===== src/rtl/count_display_driver_if.sv =====
// Display-side bus for count_display_driver: binary value in, segment/anode drive out.
interface count_display_driver_if;
    logic [11:0] count;
    logic [6:0]  seg;
    logic [3:0]  an;
    logic        dp;
    logic        busy;

    modport master (output count, input seg, an, dp, busy);
    modport slave  (input count, output seg, an, dp, busy);
endinterface


===== src/rtl/count_display_driver.sv =====
// Converts the 12-bit counter value to BCD with a sequential double-dabble and
// time-multiplexes the four digits onto a common-anode seven-segment display.
module count_display_driver #(
    parameter int unsigned REFRESH_BITS = 18,
    parameter bit          BLANK_LZ     = 1'b0
) (
    input logic                   clk,
    input logic                   rst,
    count_display_driver_if.slave bus
);
    localparam int unsigned BIN_W  = 12;
    localparam int unsigned BCD_W  = 16;
    localparam int unsigned SR_W   = BCD_W + BIN_W;
    localparam int unsigned STEP_W = 4;
    localparam int unsigned DIGITS = 4;
    localparam int unsigned SEG_W  = 7;

    typedef enum logic [1:0] {
        IDLE  = 2'd0,
        SHIFT = 2'd1,
        DONE  = 2'd2
    } state_t;

    state_t              state, state_next;
    logic [SR_W-1:0]     sreg, sreg_next;
    logic [STEP_W-1:0]   step, step_next;
    logic [BIN_W-1:0]    cap_val, cap_next;
    logic [BIN_W-1:0]    last_val, last_next;
    logic [BCD_W-1:0]    bcd_reg, bcd_next;
    logic [BCD_W-1:0]    adj;
    logic                busy_q, busy_next;

    logic [REFRESH_BITS-1:0] refresh;
    logic [1:0]              sel;
    logic [3:0]              digit;
    logic [DIGITS-1:0]       lead_zero;
    logic                    blank;
    logic [SEG_W-1:0]        seg_q, seg_next;
    logic [DIGITS-1:0]       an_q, an_next;

    function automatic logic [SEG_W-1:0] decode(input logic [3:0] nib);
        logic [SEG_W-1:0] s;
        case (nib)
            4'd0:    s = 7'b1000000;
            4'd1:    s = 7'b1111001;
            4'd2:    s = 7'b0100100;
            4'd3:    s = 7'b0110000;
            4'd4:    s = 7'b0011001;
            4'd5:    s = 7'b0010010;
            4'd6:    s = 7'b0000010;
            4'd7:    s = 7'b1111000;
            4'd8:    s = 7'b0000000;
            4'd9:    s = 7'b0010000;
            default: s = 7'b1111111;
        endcase
        return s;
    endfunction

    // Add-3 correction of every BCD nibble that is 5 or more, ahead of the shift
    always_comb begin
        adj = sreg[SR_W-1:BIN_W];
        for (int i = 0; i < int'(DIGITS); i++) begin
            if (adj[i*4 +: 4] >= 4'd5) begin
                adj[i*4 +: 4] = adj[i*4 +: 4] + 4'd3;
            end
        end
    end

    // Conversion state and registered conversion results
    always_ff @(posedge clk or posedge rst) begin
        if (rst) begin
            state    <= IDLE;
            sreg     <= '0;
            step     <= '0;
            cap_val  <= '0;
            last_val <= '0;
            bcd_reg  <= '0;
            busy_q   <= 1'b0;
        end else begin
            state    <= state_next;
            sreg     <= sreg_next;
            step     <= step_next;
            cap_val  <= cap_next;
            last_val <= last_next;
            bcd_reg  <= bcd_next;
            busy_q   <= busy_next;
        end
    end

    // Next-state logic; bcd_reg only moves in DONE so digits never show a partial result
    always_comb begin
        state_next = state;
        sreg_next  = sreg;
        step_next  = step;
        cap_next   = cap_val;
        last_next  = last_val;
        bcd_next   = bcd_reg;

        case (state)
            IDLE: begin
                if (bus.count != last_val) begin
                    sreg_next  = {BCD_W'(0), bus.count};
                    cap_next   = bus.count;
                    step_next  = '0;
                    state_next = SHIFT;
                end
            end
            SHIFT: begin
                sreg_next = {adj, sreg[BIN_W-1:0]} << 1;
                step_next = step + STEP_W'(1);
                if (step == STEP_W'(BIN_W - 1)) begin
                    state_next = DONE;
                end
            end
            DONE: begin
                bcd_next   = sreg[SR_W-1:BIN_W];
                last_next  = cap_val;
                state_next = IDLE;
            end
            default: state_next = IDLE;
        endcase

        busy_next = (state_next != IDLE);
    end

    assign sel   = refresh[REFRESH_BITS-1 -: 2];
    assign digit = bcd_reg[{sel, 2'b00} +: 4];

    // A digit is a leading zero when it and every higher digit are zero; ones is never one
    always_comb begin
        lead_zero = '0;
        lead_zero[DIGITS-1] = (bcd_reg[BCD_W-1 -: 4] == 4'd0);
        for (int i = int'(DIGITS) - 2; i >= 1; i--) begin
            lead_zero[i] = lead_zero[i+1] && (bcd_reg[i*4 +: 4] == 4'd0);
        end
    end

    assign blank    = BLANK_LZ && lead_zero[sel];
    assign seg_next = blank ? 7'b1111111 : decode(digit);
    assign an_next  = ~(DIGITS'(1) << sel);

    // Refresh scan: anode and segment pattern are registered on the same edge
    always_ff @(posedge clk or posedge rst) begin
        if (rst) begin
            refresh <= '0;
            seg_q   <= 7'b1111111;
            an_q    <= 4'b1111;
        end else begin
            refresh <= refresh + REFRESH_BITS'(1);
            seg_q   <= seg_next;
            an_q    <= an_next;
        end
    end

    assign bus.seg  = seg_q;
    assign bus.an   = an_q;
    assign bus.dp   = 1'b1;
    assign bus.busy = busy_q;

endmodule

===== src/flat_wrapper.sv =====
// flat-port wrapper written by rule: the top's interface ports become plain ports
module count_display_driver_flat 
#(
    parameter int unsigned REFRESH_BITS = 18,
    parameter bit          BLANK_LZ     = 1'b0
)
  (clk, rst, bus_count, bus_seg, bus_an, bus_dp, bus_busy);
  count_display_driver_if bus_i ();
  input logic clk;
  input logic rst;
  input wire logic [$bits(bus_i.count)-1:0] bus_count;
  output wire logic [$bits(bus_i.seg)-1:0] bus_seg;
  output wire logic [$bits(bus_i.an)-1:0] bus_an;
  output wire logic [$bits(bus_i.dp)-1:0] bus_dp;
  output wire logic [$bits(bus_i.busy)-1:0] bus_busy;
  assign bus_i.count = bus_count;
  assign bus_seg = bus_i.seg;
  assign bus_an = bus_i.an;
  assign bus_dp = bus_i.dp;
  assign bus_busy = bus_i.busy;
  count_display_driver #(.REFRESH_BITS(REFRESH_BITS), .BLANK_LZ(BLANK_LZ)) u_core (.clk(clk), .rst(rst), .bus(bus_i));
endmodule

===== config.mk =====
export PLATFORM = sky130hd
export DESIGN_NAME = count_display_driver_flat
export DESIGN_NICKNAME = d
export VERILOG_FILES = /design/src/rtl/count_display_driver_if.sv /design/src/rtl/count_display_driver.sv /design/src/flat_wrapper.sv
export SDC_FILE = /design/constraint.sdc
export NUM_CORES = 1
export LEC_CHECK = 0
export CORE_UTILIZATION = 60
export DETAILED_ROUTE_END_ITERATION = 8
export PLACE_DENSITY = 0.8
export SYNTH_ARGS = -nofsm -noshare
export SYNTH_HDL_FRONTEND = slang
export SYNTH_SLANG_ARGS = --single-unit
export TNS_END_PERCENT = 5

===== constraint.sdc =====
create_clock -name clk -period 9.3 [get_ports clk]
set_clock_uncertainty 0.2 [all_clocks]
set_input_delay 2.325 -clock clk [delete_from_list [all_inputs] [get_ports clk]]
set_output_delay 2.325 -clock clk [all_outputs]
set_load 0.02 [all_outputs]

==> results of run 1 <==
worst register-to-register path: cells and delay by family, from the launching register on:
kind,cells,cell delay (ns)
and+or+nand+nor,1,0.25
DFF,1,0.87
muxes,1,0.40
buffers and inverters,2,0.92
final cells by class:
class,count,area share (%)
well taps,102,2.36
clock buffers,13,2.94
inverters,25,1.78
multi-input cells,262,38.5
repair buffers,29,5.19
clock inverters,3,0.788
flip-flops and latches,104,48.5
kinds of logic (layout without fill, tap and decap cells):
logic type                 count (synthesis)  after routing  share of synthesized area [%]
AOI/OAI and AO/OA                         76             76                           12.2
xor gates and xnor gates                  33             33                           5.91
adders and majority gates                 15             15                           3.84
buffers and inverters                     42             70                           4.02
DFF                                      104            104                           53.5
muxes                                     44             44                           11.0
other                                      1              1                         0.0767
and+or+nand+nor                           93             93                           9.52
cell usage after synthesis (5+ instances only):
| master | instances | area [um^2] |
|---|---|---|
| dfrtp_1 | 93 | 2330 |
| nand2_1 | 31 | 116 |
| xnor2_1 | 27 | 236 |
| mux2_2 | 24 | 270 |
| inv_1 | 22 | 82.6 |
| o21ai_0 | 19 | 95.1 |
| a21oi_1 | 18 | 90.1 |
| nor2_1 | 18 | 67.6 |
| ha_1 | 15 | 188 |
| dfstp_2 | 11 | 289 |
| o221a_1 | 11 | 124 |
| mux2_1 | 9 | 101 |
| nand2b_1 | 9 | 56.3 |
| nor3_1 | 9 | 45.0 |
| clkbuf_1 | 7 | 26.3 |
| nand4_1 | 7 | 43.8 |
| o22ai_2 | 7 | 87.6 |
| mux2i_1 | 6 | 60.1 |
| xor2_1 | 6 | 52.6 |
| a22o_1 | 5 | 43.8 |
| a31oi_1 | 5 | 31.3 |
| a32o_1 | 5 | 50.1 |
per-layer routing:
| metal | share of wire [%] | vias to the layer above |
|---|---|---|
| met1 | 44 | 1574 |
| met2 | 52 | 53 |
| met3 | 3.1 | 10 |
| li1 | - | 1492 |
| met5 | 0 | - |
| met4 | 1.2 | 0 |
stage by stage:
stage	hold slack [ns]	power (W)	instances	setup slack, ns
2_1_floorplan	0.243	0.00126	408	4.06
3_3_place_gp	0.260	0.00139	522	4.45
3_5_place_dp	0.267	0.00142	522	4.39
4_1_cts	0.287	0.00171	538	4.73
5_1_grt	0.316	0.00181	538	4.58
6_report	0.288	0.00170	538	4.75
cells in the final DEF, fill, tap and decap left out, types with 2 or more instances in the layout:
cell             instances
a21oi_1                 18
a22o_1                   5
a31oi_1                  5
a32o_1                   5
and3_1                   4
and4_1                   4
buf_4                    4
clkbuf_1                 2
clkbuf_8                11
clkdlybuf4s50_1         25
clkinv_1                 2
dfrtp_1                 93
dfstp_2                 11
ha_1                    15
inv_1                   21
mux2_1                   9
mux2_2                  24
mux2i_1                  6
mux4_2                   4
nand2_1                 31
nand2b_1                 9
nand3_1                  4
nand4_1                  7
nor2_1                  18
nor3_1                   9
nor3b_1                  2
o21ai_0                 19
o221a_1                 11
o22ai_2                  7
or2_2                    2
xnor2_1                 27
xor2_1                   6
power breakdown:
part | switching (W) | leakage [nW] | internal, W
sequential | 0.000125 | 1.27 | 0.000633
clock | 0.000141 | 0.0996 | 0.000139
combinational | 0.000327 | 1.00 | 0.000330
total | 0.000594 | 2.37 | 0.00110
worst paths after layout:
check | startpoint | to | slack (ns) | cells past startpoint
max | bus_count[7] | u_core.cap_val[8] | 4.75 | 6
min | u_core.bcd_reg[13] | u_core.bcd_reg[13] | 0.29 | 2
max reg2reg | u_core.state[0] | u_core.last_val[5] | 6.55 | 4
min reg2reg | u_core.bcd_reg[13] | u_core.bcd_reg[13] | 0.29 | 2
max in group asynchronous | rst | u_core.bcd_reg[4] | 5.63 | 3
min in group asynchronous | rst | u_core.refresh[4] | 2.17 | 2
==> impl_metrics.csv, run 1 <==
group,metric,value,unit
placed_design,gp_congestion,0.829,
placed_design,port_buffers,25,
yosys,syn_nets,437,
route,wl,8.59,mm
power,power_density,314,mW/mm^2
die,dieArea,0.00851,mm^2
grt,grt_pass1_wl,14.7,mm
clocking,clkTransAtPathRegs,0.09,ns
finish,multi_input_area,0.00208,mm^2
grt,grt-ovfl-total,0,
clocking,cts.htree.levels,3,
clocking,numCtsBuffers,9,
route,drtIter0Drc,144,
sta,period_share,48.9,%
grt,gr-usage-met1,28.7,%
clocking,clkLatencyLatePin,0.36,ns
placed_design,placed_cell_area,0.00520,mm^2
sta,grt_setup_unrepaired,"no",
clocking,clockRootBuffer,"clkbuf_8",
die,die_w,92.3,um
die,core,0.00781,mm^2
power,peakVddDrop,0.169,mV
finish,area_growth,10.4,%
grt,grt_pass1_vias,3104,
sta,fmax,0.220,GHz
setup_path,critPathMaxFanout,15,
die,initial_core_util,62.6,%
route,post_drt_via_cell_ratio,5.82,
setup_path,slowest_stage,"o31ai_2",
setup_path,path_buf_inv,2,
finish,nets,460,
sta,finalSetupTns,0,ns
finish,largest_reg_flops,28,
yosys,synth_area,0.00489,mm^2
sta,worst_slew_pin_slew,0.798,ns
route,vias,3129,
finish,final_util,69.2,%
setup_path,crit_family,"buffers and inverters",
setup_path,cp_data_arrival_time,4.59,ns
yosys,synth-edff-count,0,
clocking,post_cts_buffers,0,
placed_design,hpwlAfterDp,5.81,mm
clocking,ctsHoldBuffers,0,
grt,antenna_found_initial,0,
clocking,cts_resized,0,
yosys,ys.warnings.count,0,
sta,timing_hold_violations_final,0,
grt,grt_busiest_layer,"met2",
clocking,cts_tree,"yes",
yosys,ys.flop_type,"dfrtp_1",
grt,use_met2,38.2,%
route,drc,0,
finish,stdcell_area,0.00540,mm^2
sta,maxSlewViolCount,0,
grt,grtUsageTotal,22.5,%
finish,n_fill_cell,578,
route,drtPass1Iterations,4,
sta,finalSetupViolCount,0,
grt,grt_max_degree,59,
die,ioPinCount,27,
power,leakagePower,2.37,nW
route,routedWlPerCell,16.0,um
finish,seq_area,0.00262,mm^2
finish,antenna_cells,0,
yosys,synth-seq-cells,104,
yosys,synth_cell_type_count,44,
setup_path,cp-end-kind,"register",
setup_path,start_kind,"input port",
yosys,async_flop_share,100,%
setup_path,path_class,"input port to register",
setup_path,worstPathRequired,9.35,ns
die,rows,32,
die,dieHeight,92.3,um
finish,drive_gt1_share,16.7,%
yosys,synth_area_per_cell,12.0,um^2
setup_path,slowest_delay,0.61,ns
flow_run,drv_cap,0,
sta,period_minus_slack,4.55,ns
grt,grtUsageMet3,4.73,%
min_path,min_path_type,"register to register",
yosys,postSynthCellCount,408,
sta,relSlewSlack,46.8,%
setup_path,cp_cell_sequence,"clkdlybuf4s50_1, xnor2_1, nand4_1, o31ai_2, buf_4, mux2_2",
yosys,ys_seq_area_share,53.5,%
outcome,outcome,"completed",
clocking,cts_sinks,104,
route,postRouteAntennaNets,0,
clocking,cts_max_path_buffers,2,
Note: power is estimated with default switching activity, not from simulation.
==> inputs of run 2 (changes only) <==
- CORE_UTILIZATION: 60 -> 59
- PLACE_DENSITY: 0.8 -> 0.79
- clock period: 9.3 -> 4.6 ns (I/O delays scaled with it)
==> run 2 against run 1 <==
Net effect: register-to-register slack got worse by 4.9 ns; highest routed layer unchanged; critical endpoint unchanged; sequential share of layout area decreased by 0.31 points; clock power is 110% higher; critical path type unchanged.
==> impl_metrics.csv, run 2 (synthesis results as in run 1) <==
group,metric,value,unit
finish,n_fill_cell,562,
route,routedWlPerCell,16.1,um
finish,final_cell_mix,"dfrtp_1 (93), nand2_1 (31), xnor2_1 (27)",
clocking,numCtsBuffers,9,
sta,timing_hold_violations_final,0,
sta,period_share,66.3,%
finish,final_util,68.9,%
finish,multi_input_area,0.00208,mm^2
clocking,cts_tree,"yes",
setup_path,r2r_slack,1.69,ns
setup_path,cp-end-kind,"register",
finish,drive_gt1_share,17.4,%
power,clock_power_share,17.2,%
power,leakagePower,2.39,nW
route,wl,8.70,mm
grt,grt-ovfl-total,0,
sta,worst_slew_pin_slew,0.810,ns
setup_path,reg2reg_depth,4,
finish,seq_area,0.00262,mm^2
sta,finalSetupTns,0,ns
clocking,clkTransAtPathRegs,0.10,ns
setup_path,start_kind,"input port",
sta,grt_setup_unrepaired,"no",
setup_path,critPathMaxFanout,14,
finish,antenna_cells,0,
clocking,post_cts_buffers,0,
die,ioPinCount,27,
power,p_switching,0.00122,W
grt,grt_max_degree,105,
die,rows,32,
grt,antenna_found_initial,0,
power,p_seq_share,44.0,%
grt,grt_pass1_wl,14.7,mm
min_path,holdPathStages,1,
route,postRouteAntennaNets,0,
die,dieHeight,93.0,um
die,dieArea,0.00866,mm^2
route,drtIter0Drc,126,
sta,fmax,0.328,GHz
finish,nets,462,
sta,finalSetupViolCount,0,
clocking,clockRootBuffer,"clkbuf_8",
route,drc,0,
sta,relSlewSlack,46.0,%
clocking,ctsHoldBuffers,0,
flow_run,drv_cap,0,
placed_design,hpwlAfterDp,5.96,mm
finish,largest_reg_flops,28,
sta,period_minus_slack,3.05,ns
sta,maxSlewViolCount,0,
min_path,min_path_type,"register to register",
setup_path,worstPathRequired,4.64,ns
route,vias,3127,
die,initial_core_util,62.0,%
route,drtPass1Iterations,6,
finish,final_common_cell,"dfrtp_1",
clocking,clkLatencyLatePin,0.36,ns
clocking,cts.htree.levels,3,
grt,grt_pass1_vias,3125,
finish,stdcell_count,539,
power,totalPowerFinal,0.00348,W
clocking,cts_resized,0,
power,combinationalPowerShare,38.9,%
grt,grtUsageTotal,22.0,%
power,p_int,0.00226,W
placed_design,gp_congestion,0.806,
setup_path,path_class,"input port to register",
power,power_density,640,mW/mm^2
placed_design,dp_cells,524,
die,core,0.00789,mm^2
clocking,cts_max_path_buffers,2,
finish,area_growth,11.1,%
die,die_w,93.0,um
power,peakVddDrop,0.302,mV
setup_path,cp_data_arrival_time,3.09,ns
clocking,cts_sinks,104,
placed_design,port_buffers,25,
outcome,outcome,"completed",
power,swShare,35.0,%
route,post_drt_via_cell_ratio,5.80,
run 2: cell count changes in the layout (fill, tap and decap cells not counted), sizes merged:
cell | before | now
clkinvlp | 1 | 2
clkinv | 3 | 4
buf | 4 | 6
clkbuf | 13 | 9
bufinv | 1 | 2
run 2: worst paths after layout:
| check | endpoint | startpoint |
|---|---|---|
| min in group asynchronous | u_core.refresh[7] | rst |
| max reg2reg | u_core.bcd_reg[2] | u_core.state[0] |
| min | u_core.refresh[0] | u_core.refresh[0] |
| max | u_core.cap_val[8] | bus_count[2] |
| max in group asynchronous | u_core.sreg[22] | rst |
| min reg2reg | u_core.refresh[0] | u_core.refresh[0] |
run 2: cell type report:
class,instances,share of cell area (%)
Clock buffer,9,2.28
Clock inverter,6,1.57
Inverter,25,1.77
Multi-Input combinational cell,262,38.2
Sequential cell,104,48.1
Tap cell,102,2.35
Timing Repair Buffer,31,5.66
run 2: per-layer routing:
metal / GRT usage [%] / vias to the layer above / wire (um)
met5: 0 / - / 0
li1: - / 1481 / -
met1: 28.9 / 1571 / 3900
met3: 5.20 / 13 / 355
met2: 36.4 / 62 / 4310
met4: 6.41 / 0 / 133
run 2: power by group through the flow:
stage / Clock (W) / Combinational [W] / Sequential, W
5_1_grt: 0.000644 / 0.00149 / 0.00157
4_1_cts: 0.000609 / 0.00136 / 0.00153
6_report: 0.000596 / 0.00135 / 0.00153
3_5_place_dp: 0 / 0.00135 / 0.00154
2_1_floorplan: 0 / 0.00105 / 0.00149
3_3_place_gp: 0 / 0.00129 / 0.00153
run 2: per-stage QoR:
stage	setup WS, ns	cell area, um^2	hold WS (ns)
after floorplan	0.536	4890	0.243
after global placement	1.26	5230	0.261
after detailed placement	1.20	5230	0.264
after CTS	1.58	5430	0.279
after global routing	1.45	5430	0.308
final	1.55	5430	0.274
run 2: critical path: stages:
cell	delay (ns)
clkdlybuf4s50_1	0.51
xnor2_1	0.25
nand4_1	0.26
o31ai_2	0.29
buf_4	0.27
mux2_2	0.36
